<file path="config.mk">
export PLATFORM = sky130hd
export DESIGN_NAME = regfile_dump_reader
export DESIGN_NICKNAME = d
export VERILOG_FILES = /design/src/rtl/regfile_dump_reader.sv
export SDC_FILE = /design/constraint.sdc
export NUM_CORES = 1
export LEC_CHECK = 0
export CORE_ASPECT_RATIO = 1.5
export CORE_MARGIN = 2
export CORE_UTILIZATION = 30
export DETAILED_ROUTE_END_ITERATION = 16
export PLACE_DENSITY = 0.73
export REMOVE_ABC_BUFFERS = 1
export SYNTH_ARGS = -nofsm -noshare
export SYNTH_HDL_FRONTEND = slang
export SYNTH_SLANG_ARGS = --single-unit
export TNS_END_PERCENT = 1
</file>
<file path="constraint.sdc">
create_clock -name Clk -period 1.5 [get_ports Clk]
set_input_delay 0.225 -clock Clk [delete_from_list [all_inputs] [get_ports Clk]]
set_output_delay 0.225 -clock Clk [all_outputs]
set_load 0.1 [all_outputs]
</file>
<file path="src/rtl/regfile_dump_reader.sv">
// rtl/regfile_dump_reader.sv - walks a register-file address range and streams (address, data) words
module regfile_dump_reader #(
    parameter int DATA_W    = 32,
    parameter int ADDR_W    = 5,
    parameter int FIRST_REG = 0,
    parameter int LAST_REG  = 31
) (
    input  logic              Clk,
    input  logic              Rst,
    input  logic              start,
    input  logic              abort,
    output logic [ADDR_W-1:0] rd_addr,
    input  logic [DATA_W-1:0] rd_data,
    output logic              out_valid,
    input  logic              out_ready,
    output logic [ADDR_W-1:0] out_addr,
    output logic [DATA_W-1:0] out_data,
    output logic              out_last,
    output logic              busy,
    output logic              done
);

    localparam logic [ADDR_W-1:0] FIRST_A = ADDR_W'(FIRST_REG);
    localparam logic [ADDR_W-1:0] LAST_A  = ADDR_W'(LAST_REG);

    typedef enum logic [1:0] {
        IDLE,
        FETCH,
        SEND,
        DONE
    } state_t;

    state_t            state, state_nx;
    logic [ADDR_W-1:0] ptr, ptr_nx;
    logic              valid_nx, last_nx, done_nx;
    logic [ADDR_W-1:0] addr_nx;
    logic [DATA_W-1:0] data_nx;

    always_ff @(posedge Clk) begin
        if (Rst) begin
            state     <= IDLE;
            ptr       <= FIRST_A;
            out_valid <= 1'b0;
            out_addr  <= '0;
            out_data  <= '0;
            out_last  <= 1'b0;
            done      <= 1'b0;
        end else begin
            state     <= state_nx;
            ptr       <= ptr_nx;
            out_valid <= valid_nx;
            out_addr  <= addr_nx;
            out_data  <= data_nx;
            out_last  <= last_nx;
            done      <= done_nx;
        end
    end

    // The pointer only advances on a non-last handshake, so it can never wrap past LAST_REG.
    always_comb begin
        state_nx = state;
        ptr_nx   = ptr;
        valid_nx = out_valid;
        addr_nx  = out_addr;
        data_nx  = out_data;
        last_nx  = out_last;
        done_nx  = 1'b0;
        case (state)
            IDLE: begin
                if (start && !abort) begin
                    state_nx = FETCH;
                    ptr_nx   = FIRST_A;
                end
            end
            FETCH: begin
                if (abort) begin
                    state_nx = IDLE;
                    valid_nx = 1'b0;
                    last_nx  = 1'b0;
                end else begin
                    state_nx = SEND;
                    valid_nx = 1'b1;
                    addr_nx  = ptr;
                    data_nx  = rd_data;
                    last_nx  = (ptr == LAST_A);
                end
            end
            SEND: begin
                // Abort wins over a same-cycle handshake; that word is dropped.
                if (abort) begin
                    state_nx = IDLE;
                    valid_nx = 1'b0;
                    last_nx  = 1'b0;
                end else if (out_ready) begin
                    valid_nx = 1'b0;
                    if (out_last) begin
                        state_nx = DONE;
                        done_nx  = 1'b1;
                    end else begin
                        state_nx = FETCH;
                        ptr_nx   = ptr + ADDR_W'(1);
                    end
                end
            end
            DONE: begin
                state_nx = IDLE;
            end
            default: begin
                state_nx = IDLE;
            end
        endcase
    end

    assign rd_addr = (state == FETCH) ? ptr : FIRST_A;
    assign busy    = (state == FETCH) || (state == SEND);

endmodule

</file>
==> results of run 1 <==
==> power groups by stage <==
stage          Clock, mW  Sequential, mW  Combinational [mW]
2_1_floorplan          0            1.73               0.219
3_3_place_gp           0            1.39                1.03
3_5_place_dp           0            1.39                1.04
4_1_cts            0.974            1.37                1.06
5_1_grt             1.03            1.38                1.19
6_report           0.946            1.37                1.13
==> critical path, cell delays in order (launching register included) <==
cell and delay (ns):
dfxtp_4 0.37, inv_4 0.07, ha_4 0.17, and2_4 0.16
buf_12 0.17
==> Yosys cell counts (all sizes together) (2+ instances only) <==
cell,instances,area [µm²]
nand2b,4,25.0
ha,5,62.6
and2,5,31.3
clkbuf,5,18.8
a21oi,44,220
inv,4,15.0
o22ai,2,12.5
nor2b,3,18.8
nand3b,2,27.5
nand3,4,20.0
buf,10,73.8
dfxtp,47,941
nor2,6,22.5
nand2,79,297
==> metal layers <==
metal / vias up / global-route usage [%] / share of wire [%] / wire (µm)
met1: 848 / 16.0 / 38 / 2070
li1: 942 / - / - / -
met4: 0 / 4.37 / 1.1 / 61
met2: 57 / 28.2 / 55 / 3010
met3: 7 / 4.13 / 6.0 / 330
met5: - / 0 / 0 / 0
==> flip-flops by register name (all words and copies together), names as in the netlist <==
register / flops
ptr: 5
done: 1
out_valid: 1
out_last: 1
state: 2
out_data: 32
out_addr: 5
==> how the worst max path moves through the flow <==
stage	slack [ns]	end	depth (start not counted)	start
3_5_place_dp	-0.08	ptr[2]$_SDFFE_PP0P_	6	out_ready
5_1_grt	-0.02	rd_addr[0]	4	state[1]$_SDFFE_PP0P_
4_1_cts	-0.03	rd_addr[1]	4	state[1]$_SDFFE_PP0P_
2_1_floorplan	-0.69	out_addr[0]$_SDFFE_PP0P_	5	state[1]$_SDFFE_PP0P_
6_report	0.03	rd_addr[3]	4	state[1]$_SDFFE_PP0P_
3_3_place_gp	-0.05	ptr[2]$_SDFFE_PP0P_	6	out_ready
==> area by class of cell <==
cell class | instances | area [µm²]
clock buffer | 6 | 82.6
clock inverter | 2 | 35.0
fill | 511 | 2520
inverter | 4 | 20.0
multi-input combinational | 165 | 930
sequential | 47 | 946
tap | 74 | 92.6
timing repair buffer | 99 | 1460
==> through the flow <==
| step | setup TNS, ns | power (mW) | instance area [µm²] | cells |
|---|---|---|---|---|
| finish | 0 | 3.45 | 3570 | 397 |
| global route | -0.219 | 3.60 | 3570 | 397 |
| CTS | -0.115 | 3.40 | 3450 | 394 |
| detailed placement | -0.584 | 2.43 | 3290 | 386 |
| global placement | -0.0934 | 2.42 | 3290 | 386 |
| floorplan | -27.23 | 1.95 | 1790 | 216 |
==> repair_timing <==
| item | 4_1_cts | 5_1_grt |
|---|---|---|
| setup endpoints to repair | 12 | 13 |
| pin swaps | 0 | 6 |
| endpoints found under the hold margin | 0 | 0 |
| buffers inserted | 0 | 1 |
| cloned | 0 | 2 |
| resized for setup | 9 | 18 |
==> logic make-up after synthesis <==
kind of cell	Yosys count
DFF	47
adders and majority gates	5
AOI/OAI and AO/OA	52
and+or+nand+nor	107
buffers and inverters	19
muxes	1
==> PnR_summary.wiki, run 1 <==
{| class="wikitable"
! Metric !! Value
|-
| Run status || finished clean
|-
| Detailed-route DRC error count || 0
|-
| Fraction of power spent switching nets || 33.1%
|-
| Part of the power in registers || 39.7%
|-
| Post-detailed-routing wire length || 5.47 mm
|-
| Leading cell types in the layout, fill and taps excluded || nand2_1 (79), buf_12 (48), dfxtp_1 (45)
|-
| Largest family of logic cells by synthesized area || simple AND/OR/NAND/NOR gates
|-
| Synthesis Warnings || 0
|-
| I/O pin cnt || 83
|-
| Buffers on Ports || 82
|-
| Final weighted congestion of routability-driven global placement || 0.842
|-
| Hold path startpoint || Rst
|-
| Detailed Place HPWL || 3.77 mm
|-
| Most common flop cell mapped by yosys || dfxtp_1
|-
| Pre-CTS setup slack || -0.0788 ns
|-
| Site row count || 35
|-
| Initial antenna violation count || 0
|-
| Diodes inserted || 0
|-
| Number of flops mapped to enable cells by yosys || 0
|-
| Final antenna-violating net count || 0
|-
| Static leakage || 1.35 nW
|-
| Clock Sinks || 47
|-
| Clock buffer count from CTS || 5
|-
| Clock share of power || 27.5%
|-
| Mux cell area share after synthesis || 0.532%
|-
| Part of the power in combinational logic || 32.8%
|-
| DRT iter0 DRCs || 70
|-
| R2r startpoint || state[1]$_SDFFE_PP0P_
|-
| Overall routing resource usage || 15.1%
|-
| Clock buffer depth || 2
|-
| Tmin final || 1.47 ns
|-
| Worst voltage drop across the vdd grid || 642 µV
|-
| End point of the worst hold path || ptr[4]$_SDFFE_PP0P_
|-
| Simple-gate portion of the synthesized area || 25.2%
|-
| CTS Root Buffer Type || clkbuf_8
|-
| Arr. time, crit path || 1.24 ns
|-
| Max cap viols || 0
|-
| DIE HEIGHT || 101 µm
|-
| Kind of capture point of the worst setup path || output pin
|-
| Slew of the pin with the lowest slew margin || 0.276 ns
|-
| Clock-pin transition on the worst setup and hold timing paths || 0.08 ns
|-
| Final core utilization || 58.6%
|-
| Post-route clock period utilization || 98.0%
|-
| Pint || 2.30 mW
|-
| Highest achievable clock rate || 681 MHz
|-
| Post-detailed-route wirelength per cell || 13.8 µm
|-
| Required time of the worst setup path || 1.27 ns
|-
| Nature of the critical path startpoint || flop
|-
| Power per unit of standard cell area || 965 nW/µm²
|-
| Largest fanout on the critical path || 7
|-
| Final hold viol count || 0
|-
| Parity-gate share of the synthesized area counting xor and xnor cells || 0%
|-
| Worst slew slack as a fraction of its limit || 81.6%
|-
| Kind of critical path || flop to output pin
|-
| H-tree lvl count || 2
|-
| Post-route setup slack || 0.0306 ns
|-
| Share of the synthesized area in compound gates (AO/OA/AOI/OAI) || 15.2%
|-
| Initial Util || 30.9%
|-
| Global-route wire length before repair || 8.07 mm
|-
| Routed via count divided by cell count || 4.67
|-
| Total die area || 6940 µm²
|-
| Width of the die || 68.7 µm
|-
| Share of synthesized cell area in full adder, half adder and majority cells || 3.32%
|-
| Worst hold stages || 2
|-
| Core footprint || 6090 µm²
|-
| Clock Skews || 0.00417 ns
|-
| Total congestion overflow after global routing || 0
|-
| Endpoint of the lowest-slack register-to-register path || out_data[8]$_SDFFE_PP0P_
|-
| Pin count of the biggest net entering global routing || 38
|-
| Post-synth cell types || 28
|-
| Setup violations, final || 0
|-
| Final worst hold slack || 0.198 ns
|-
| Path category of the worst min-delay check || primary input to flop
|-
| Count of vias placed by the detailed router || 1,854
|-
| Synth-to-layout area growth || 89.6%
|-
| Via count of the first global-routing pass || 1,801
|-
| R2R cell count || 7
|-
| Switch Pwr || 1.14 mW
|-
| Internal reg-to-reg setup slack || 0.08 ns
|-
| Share of flip-flops with an asynchronous set or reset || 0%
|-
| Count of mapped cells out of synthesis || 231
|-
| Nets@finish || 364
|-
| Hold-fix buffers, CTS || 0
|-
| RSZ-0062 raised after global routing || true
|-
| First drt pass iteration count || 4
|-
| Commonest non-fill, non-tap cell in the layout || nand2_1
|-
| TritonCTS clock tree || built
|-
| Netlist area before placement || 1880 µm²
|-
| Share of the yosys chip area belonging to registers || 50.0%
|-
| Post-synthesis register bit count || 47
|-
| Clock insertion delay at the later pin of the skew report || 0.29 ns
|-
| Fin. max-slew vios || 0
|-
| Ratio of cells with drive above 1 in the final layout || 29.1%
|-
| Mean instance size in the synthesized netlist || 8.15 µm²
|}
No activity file was read; power rests on OpenSTA's default activity.
==> run 2: changes to the inputs <==
SKIP_LAST_GASP = 1   (was default)
==> run 2 against run 1 <==
Compared with the run above: via count is 0.11% higher; clock skew is 0.00085 ns lower; global-route usage stayed put; cell area is 0.18% lower; utilization is 0.10 points lower; total power hardly changed; flip-flop and latch count stayed put; maximum frequency hardly changed; worst setup slack worse by 0.0014 ns; first-iteration DRC count is 1.4% lower; cell count stayed put.
==> PnR_summary.wiki, run 2 (synthesis results as in run 1) <==
{| class="wikitable"
! Metric !! Value
|-
| Run status || finished clean (unchanged)
|-
| Setup violations, final || 0 (unchanged)
|-
| Nets@finish || 364 (unchanged)
|-
| Final weighted congestion of routability-driven global placement || 0.842 (unchanged)
|-
| Initial antenna violation count || 0 (unchanged)
|-
| Clock Skews || 0.00331 ns (was 0.00417 ns)
|-
| Flip-flop count of the largest register after layout || 32 (unchanged)
|-
| Total die area || 6940 µm² (unchanged)
|-
| Highest achievable clock rate || 680 MHz (was 681 MHz)
|-
| Worst slew slack as a fraction of its limit || 81.9% (was 81.6%)
|-
| Commonest non-fill, non-tap cell in the layout || nand2_1 (unchanged)
|-
| Final hold viol count || 0 (unchanged)
|-
| Static leakage || 1.35 nW (about the same)
|-
| Post-detailed-routing wire length || 5.45 mm (was 5.47 mm)
|-
| Buffers on Ports || 82 (unchanged)
|-
| Leading cell types in the layout, fill and taps excluded || nand2_1 (79), buf_12 (48), dfxtp_1 (45) (unchanged)
|-
| Fin. max-slew vios || 0 (unchanged)
|-
| Count of vias placed by the detailed router || 1,856 (was 1,854)
|-
| Post-detailed-route wirelength per cell || 13.7 µm (was 13.8 µm)
|-
| Clock-pin transition on the worst setup and hold timing paths || 0.08 ns (about the same)
|-
| Core footprint || 6090 µm² (unchanged)
|-
| Post-route clock period utilization || 98.1% (was 98.0%)
|-
| H-tree lvl count || 2 (unchanged)
|-
| DRT iter0 DRCs || 69 (was 70)
|-
| Width of the die || 68.7 µm (unchanged)
|-
| Site row count || 35 (unchanged)
|-
| Via count of the first global-routing pass || 1,801 (unchanged)
|-
| Detailed Place HPWL || 3.77 mm (unchanged)
|-
| Worst voltage drop across the vdd grid || 642 µV (about the same)
|-
| Global-route wire length before repair || 8.07 mm (unchanged)
|-
| Total congestion overflow after global routing || 0 (unchanged)
|-
| Arr. time, crit path || 1.25 ns (was 1.24 ns)
|-
| CTS Root Buffer Type || clkbuf_8 (unchanged)
|-
| Registers with the highest flip-flop counts || out_data x32, out_addr x5, ptr x5 (unchanged)
|-
| Post-route setup slack || 0.0292 ns (was 0.0306 ns)
|-
| Clock buffer depth || 2 (unchanged)
|-
| Routed via count divided by cell count || 4.68 (was 4.67)
|-
| Kind of capture point of the worst setup path || output pin (unchanged)
|-
| Initial Util || 30.9% (unchanged)
|-
| Detailed-route DRC error count || 0 (unchanged)
|-
| Slew of the pin with the lowest slew margin || 0.271 ns (was 0.276 ns)
|-
| Hold-fix buffers, CTS || 0 (unchanged)
|-
| Required time of the worst setup path || 1.27 ns (about the same)
|-
| Tmin final || 1.47 ns (about the same)
|-
| Largest fanout on the critical path || 7 (unchanged)
|-
| Clock Sinks || 47 (unchanged)
|-
| I/O pin cnt || 83 (unchanged)
|-
| Ratio of cells with drive above 1 in the final layout || 28.8% (was 29.1%)
|-
| RSZ-0062 raised after global routing || true (unchanged)
|-
| TritonCTS clock tree || built (unchanged)
|-
| Synth-to-layout area growth || 89.2% (was 89.6%)
|-
| Pin count of the biggest net entering global routing || 38 (unchanged)
|-
| Power per unit of standard cell area || 966 nW/µm² (was 965 nW/µm²)
|-
| Overall routing resource usage || 15.1% (unchanged)
|-
| Register with the most flip-flops || out_data (unchanged)
|-
| Path category of the worst min-delay check || primary input to flop (unchanged)
|-
| Kind of critical path || flop to output pin (unchanged)
|-
| Final antenna-violating net count || 0 (unchanged)
|-
| Pre-CTS setup slack || -0.0788 ns (unchanged)
|-
| First drt pass iteration count || 4 (unchanged)
|-
| Diodes inserted || 0 (unchanged)
|-
| Clock insertion delay at the later pin of the skew report || 0.29 ns (about the same)
|-
| Max cap viols || 0 (unchanged)
|-
| Clock buffer count from CTS || 5 (unchanged)
|-
| Nature of the critical path startpoint || flop (unchanged)
|-
| Final worst hold slack || 0.198 ns (about the same)
|-
| DIE HEIGHT || 101 µm (unchanged)
|}
## run 2: report_power, final
| part | internal (mW) | switching (mW) | total, mW |
|---|---|---|---|
| clock | 0.539 | 0.408 | 0.947 |
| combinational | 0.459 | 0.670 | 1.13 |
| sequential | 1.31 | 0.0618 | 1.37 |
## run 2: layout make-up
class / count / area, µm²
well taps: 74 / 92.6
clock inverters: 2 / 35.0
clock buffers: 6 / 82.6
multi-input cells: 165 / 926
repair buffers: 99 / 1460
flip-flops and latches: 47 / 946
fillers: 510 / 2520
inverters: 4 / 17.5
## run 2: path summary, 6_finish.rpt
path | startpoint | end | slack, ns | depth (start not counted)
setup / recovery | state[1]$_SDFFE_PP0P_ | rd_addr[3] | 0.03 | 4
hold / removal | Rst | ptr[4]$_SDFFE_PP0P_ | 0.20 | 2
hold reg to reg | out_data[25]$_SDFFE_PP0P_ | out_data[25]$_SDFFE_PP0P_ | 0.49 | 2
setup reg to reg | state[1]$_SDFFE_PP0P_ | out_data[8]$_SDFFE_PP0P_ | 0.07 | 7
## run 2: timing repair
action                                  CTS  global route
setup buffers                             0             1
endpoints found under the setup margin   12            13
cloned                                    0             2
pin swaps                                 0             5
gates resized for setup                   9            16
## run 2: layer usage
layer  track usage [%]  wire length [µm]  vias to the layer above
met2              28.2              2990                       55
met4              4.37                62                        0
met3              4.13               313                        7
li1                  -                 -                      940
met1              16.0              2080                      854
met5                 0                 0                        -
## run 2: per-stage QoR
step	total power, mW	utilization [%]	std cells	area [µm²]	TNS (ns)
after floorplan	1.95	-	216	1790	-27.23
after global placement	2.42	54.1	386	3290	-0.0934
after detailed placement	2.43	54.1	386	3290	-0.584
after CTS	3.40	56.6	394	3450	-0.115
after global routing	3.59	58.5	397	3560	-0.285
final	3.44	58.5	397	3560	0
## run 2: worst max-delay path: stages (launching register included)
cell and delay, ns:
dfxtp_4 0.37, inv_4 0.07, ha_4 0.17, and2_4 0.17, buf_12 0.17
==> run 3: changes to the inputs <==
PLACE_DENSITY = 0.75   (was 0.73)
TNS_END_PERCENT = default   (was 1)
clock period = 1.3 ns   (was 1.5 ns; I/O delays follow)
==> run 3 against run 2 <==
Compared with the run above: the flow now finishes with violations (setup timing); flip-flop and latch count stayed put; via count is 9.9% higher; sequential share of layout area is 4.9 points lower; non-clock buffer count is 23 higher; total power is 28% higher; cell count is 6.0% higher; utilization is 14 points higher; die area stayed put; first-iteration DRC count is 30% lower; critical endpoint is now ptr[0]$_SDFFE_PP0P_.
==> PnR_summary.wiki, run 3 (synthesis results as in run 1) <==
{| class="wikitable"
! Metric !! Value
|-
| Worst slew slack as a fraction of its limit || 62.8% (was 81.9%)
|-
| Overall routing resource usage || 17.1% (was 15.1%)
|-
| Static leakage || 1.72 nW (was 1.35 nW)
|-
| I/O pin cnt || 83 (unchanged)
|-
| Flip-flop count of the largest register after layout || 32 (unchanged)
|-
| Top Family by Delay on Critical Path || compound AO/OA/AOI/OAI gates (was flip-flops)
|-
| Post-detailed-routing wire length || 7.20 mm (was 5.45 mm)
|-
| TritonCTS clock tree || built (unchanged)
|-
| H-tree lvl count || 2 (unchanged)
|-
| Count of vias placed by the detailed router || 2,040 (was 1,856)
|-
| CTS Root Buffer Type || clkbuf_8 (unchanged)
|-
| Final weighted congestion of routability-driven global placement || 0.810 (was 0.842)
|-
| Post-route clock period utilization || 116%
|-
| Most used routing layer || met2 (unchanged)
|-
| Worst voltage drop across the vdd grid || 848 µV (was 642 µV)
|-
| Final hold viol count || 0 (unchanged)
|-
| Ordered list of cells on the worst path || buf_4, ha_4, nand3b_1, a211o_1, mux2i_1, nor2_1 (was inv_4, ha_4, and2_4, buf_12)
|-
| Required time of the worst setup path || 1.47 ns (was 1.27 ns)
|-
| Detailed-route DRC error count || 0 (unchanged)
|-
| Global-route met3 utilization || 2.12% (was 4.13%)
|-
| Leading cell types in the layout, fill and taps excluded || buf_12 (49), dfxtp_1 (43), nand2_1 (35), nand2_4 (35), a21oi_2 (35) (was nand2_1 (79), buf_12 (48), dfxtp_1 (45))
|-
| Initial antenna violation count || 0 (unchanged)
|-
| Final antenna-violating net count || 0 (unchanged)
|-
| Total die area || 6940 µm² (unchanged)
|-
| Global-route wire length before repair || 9.05 mm (was 8.07 mm)
|-
| Registers with the highest flip-flop counts || out_data x32, out_addr x5, ptr x5 (unchanged)
|-
| Diodes inserted || 0 (unchanged)
|-
| Synth-to-layout area growth || 133% (was 89.2%)
|-
| Commonest non-fill, non-tap cell in the layout || buf_12 (was nand2_1)
|-
| Fin. max-slew vios || 0 (unchanged)
|-
| Max cap viols || 0 (unchanged)
|-
| Post-Route Setup TNS || -4.35 ns (was 0 ns)
|-
| Worst path bufs/invs || 1 (was 2)
|-
| Pre-CTS setup slack || -0.307 ns (was -0.0788 ns)
|-
| DIE HEIGHT || 101 µm (unchanged)
|-
| Path category of the worst min-delay check || primary input to flop (unchanged)
|-
| Power per unit of standard cell area || 1000 nW/µm² (was 966 nW/µm²)
|-
| Initial Util || 30.9% (unchanged)
|-
| Nets@finish || 388 (was 364)
|-
| Site row count || 35 (unchanged)
|-
| Detailed Place HPWL || 3.93 mm (was 3.77 mm)
|-
| Total congestion overflow after global routing || 0 (unchanged)
|-
| Clock insertion delay at the later pin of the skew report || 0.29 ns (about the same)
|-
| Maximum cell stage delay along the critical path || 0.38 ns (was 0.37 ns)
|-
| GR Layer Usage met1 || 17.4% (was 16.0%)
|-
| Pin count of the biggest net entering global routing || 26 (was 38)
|-
| Met2 track demand over resource || 33.3% (was 28.2%)
|-
| Violated checks || setup timing
|-
| Clock-pin transition on the worst setup and hold timing paths || 0.09 ns (was 0.08 ns)
|-
| Tmin final || 1.51 ns
|-
| Slew of the pin with the lowest slew margin || 0.558 ns (was 0.271 ns)
|-
| Kind of capture point of the worst setup path || flop (was output pin)
|-
| RSZ-0062 raised after global routing || true (unchanged)
|-
| Post-detailed-route wirelength per cell || 17.1 µm (was 13.7 µm)
|-
| Routed via count divided by cell count || 4.85 (was 4.68)
|-
| Kind of critical path || flop to flop (was flop to output pin)
|-
| Width of the die || 68.7 µm (unchanged)
|-
| Setup violations, final || 47 (was 0)
|-
| Fill cell count || 412 (was 510)
|-
| Arr. time, crit path || 1.68 ns (was 1.25 ns)
|-
| Cell type of the slowest stage on the worst timing path || a211o_1 (was dfxtp_4)
|-
| Ratio of cells with drive above 1 in the final layout || 58.8% (was 28.8%)
|-
| Register with the most flip-flops || out_data (unchanged)
|-
| Post-route setup slack || -0.213 ns (was 0.0292 ns)
|-
| Via count of the first global-routing pass || 2,001 (was 1,801)
|-
| Largest fanout on the critical path || 5 (was 7)
|-
| First drt pass iteration count || 4 (unchanged)
|-
| Nature of the critical path startpoint || flop (unchanged)
|-
| Clock Skews || 0.00363 ns (was 0.00331 ns)
|-
| Clock buffer depth || 2 (unchanged)
|-
| DRT iter0 DRCs || 48 (was 69)
|-
| Highest achievable clock rate || 661 MHz
|-
| Buffers on Ports || 82 (unchanged)
|-
| Clock buffer count from CTS || 5 (unchanged)
|-
| Run status || finished, violations left (was finished clean)
|-
| Clock Sinks || 47 (unchanged)
|-
| Core footprint || 6090 µm² (unchanged)
|}
==> run 3: changes by cell type in the layout (fill, tap and decap cells not counted), moves of 2 or more <==
| cell | before | now |
|---|---|---|
| clkbuf_16 | 2 | 5 |
| a21oi_2 | 1 | 35 |
| dfxtp_1 | 45 | 43 |
| buf_8 | 0 | 2 |
| buf_6 | 0 | 11 |
| dfxtp_2 | 1 | 3 |
| ha_4 | 3 | 5 |
| buf_4 | 13 | 18 |
| nand2_1 | 79 | 35 |
| ha_1 | 2 | 0 |
| nand2_2 | 0 | 9 |
| nand2_4 | 0 | 35 |
| a21oi_1 | 43 | 9 |
| nand2b_4 | 1 | 4 |
==> run 3: final cells by class <==
class                      instances  area (µm²)  area share, %
timing repair buffer             122        1780           40.5
multi-input combinational        166        1430           32.6
sequential                        47         948           21.6
tap                               74        92.6           2.11
clock buffer                       6        82.6           1.88
clock inverter                     2        35.0          0.799
inverter                           4        20.0          0.456
==> run 3: repair_timing <==
item,4_1_cts,5_1_grt
gates resized for setup,42,135
hold buffers,0,0
setup buffers,9,8
pin swaps,10,68
gates cloned,4,8
endpoints found under the setup margin,50,51
==> run 3: final timing paths <==
path	from	end	slack, ns	cells after the start
max	state[1]$_SDFFE_PP0P_	ptr[0]$_SDFFE_PP0P_	-0.21	6
min	Rst	out_valid$_SDFFE_PP0P_	0.28	2
max reg2reg	state[1]$_SDFFE_PP0P_	ptr[0]$_SDFFE_PP0P_	-0.21	6
min reg2reg	out_addr[1]$_SDFFE_PP0P_	out_addr[1]$_SDFFE_PP0P_	0.50	2
==> run 3: metal layers <==
layer  part of all wire (%)  vias to the layer above
li1                       -                      992
met1                     35                      979
met2                     60                       55
met3                    2.9                       14
met4                    2.5                        0
met5                      0                        -
==> run 3: report_power, final <==
group	total, mW	internal [mW]	leakage (nW)	switching [mW]
clock	1.09	0.622	0.0612	0.467
sequential	1.60	1.51	0.383	0.0935
combinational	1.70	0.736	1.27	0.963
total	4.39	2.87	1.72	1.52
==> run 3: metrics by stage <==
step | area (µm²) | instances | utilization, % | hold slack (ns) | total power, mW
floorplan | 1790 | 216 | - | 0.264 | 2.25
global placement | 3340 | 391 | 54.9 | 0.478 | 2.81
detailed placement | 3340 | 391 | 54.9 | 0.484 | 2.83
CTS | 3750 | 412 | 61.7 | 0.265 | 4.10
global route | 4390 | 421 | 72.0 | 0.308 | 4.55
finish | 4390 | 421 | 72.0 | 0.284 | 4.39
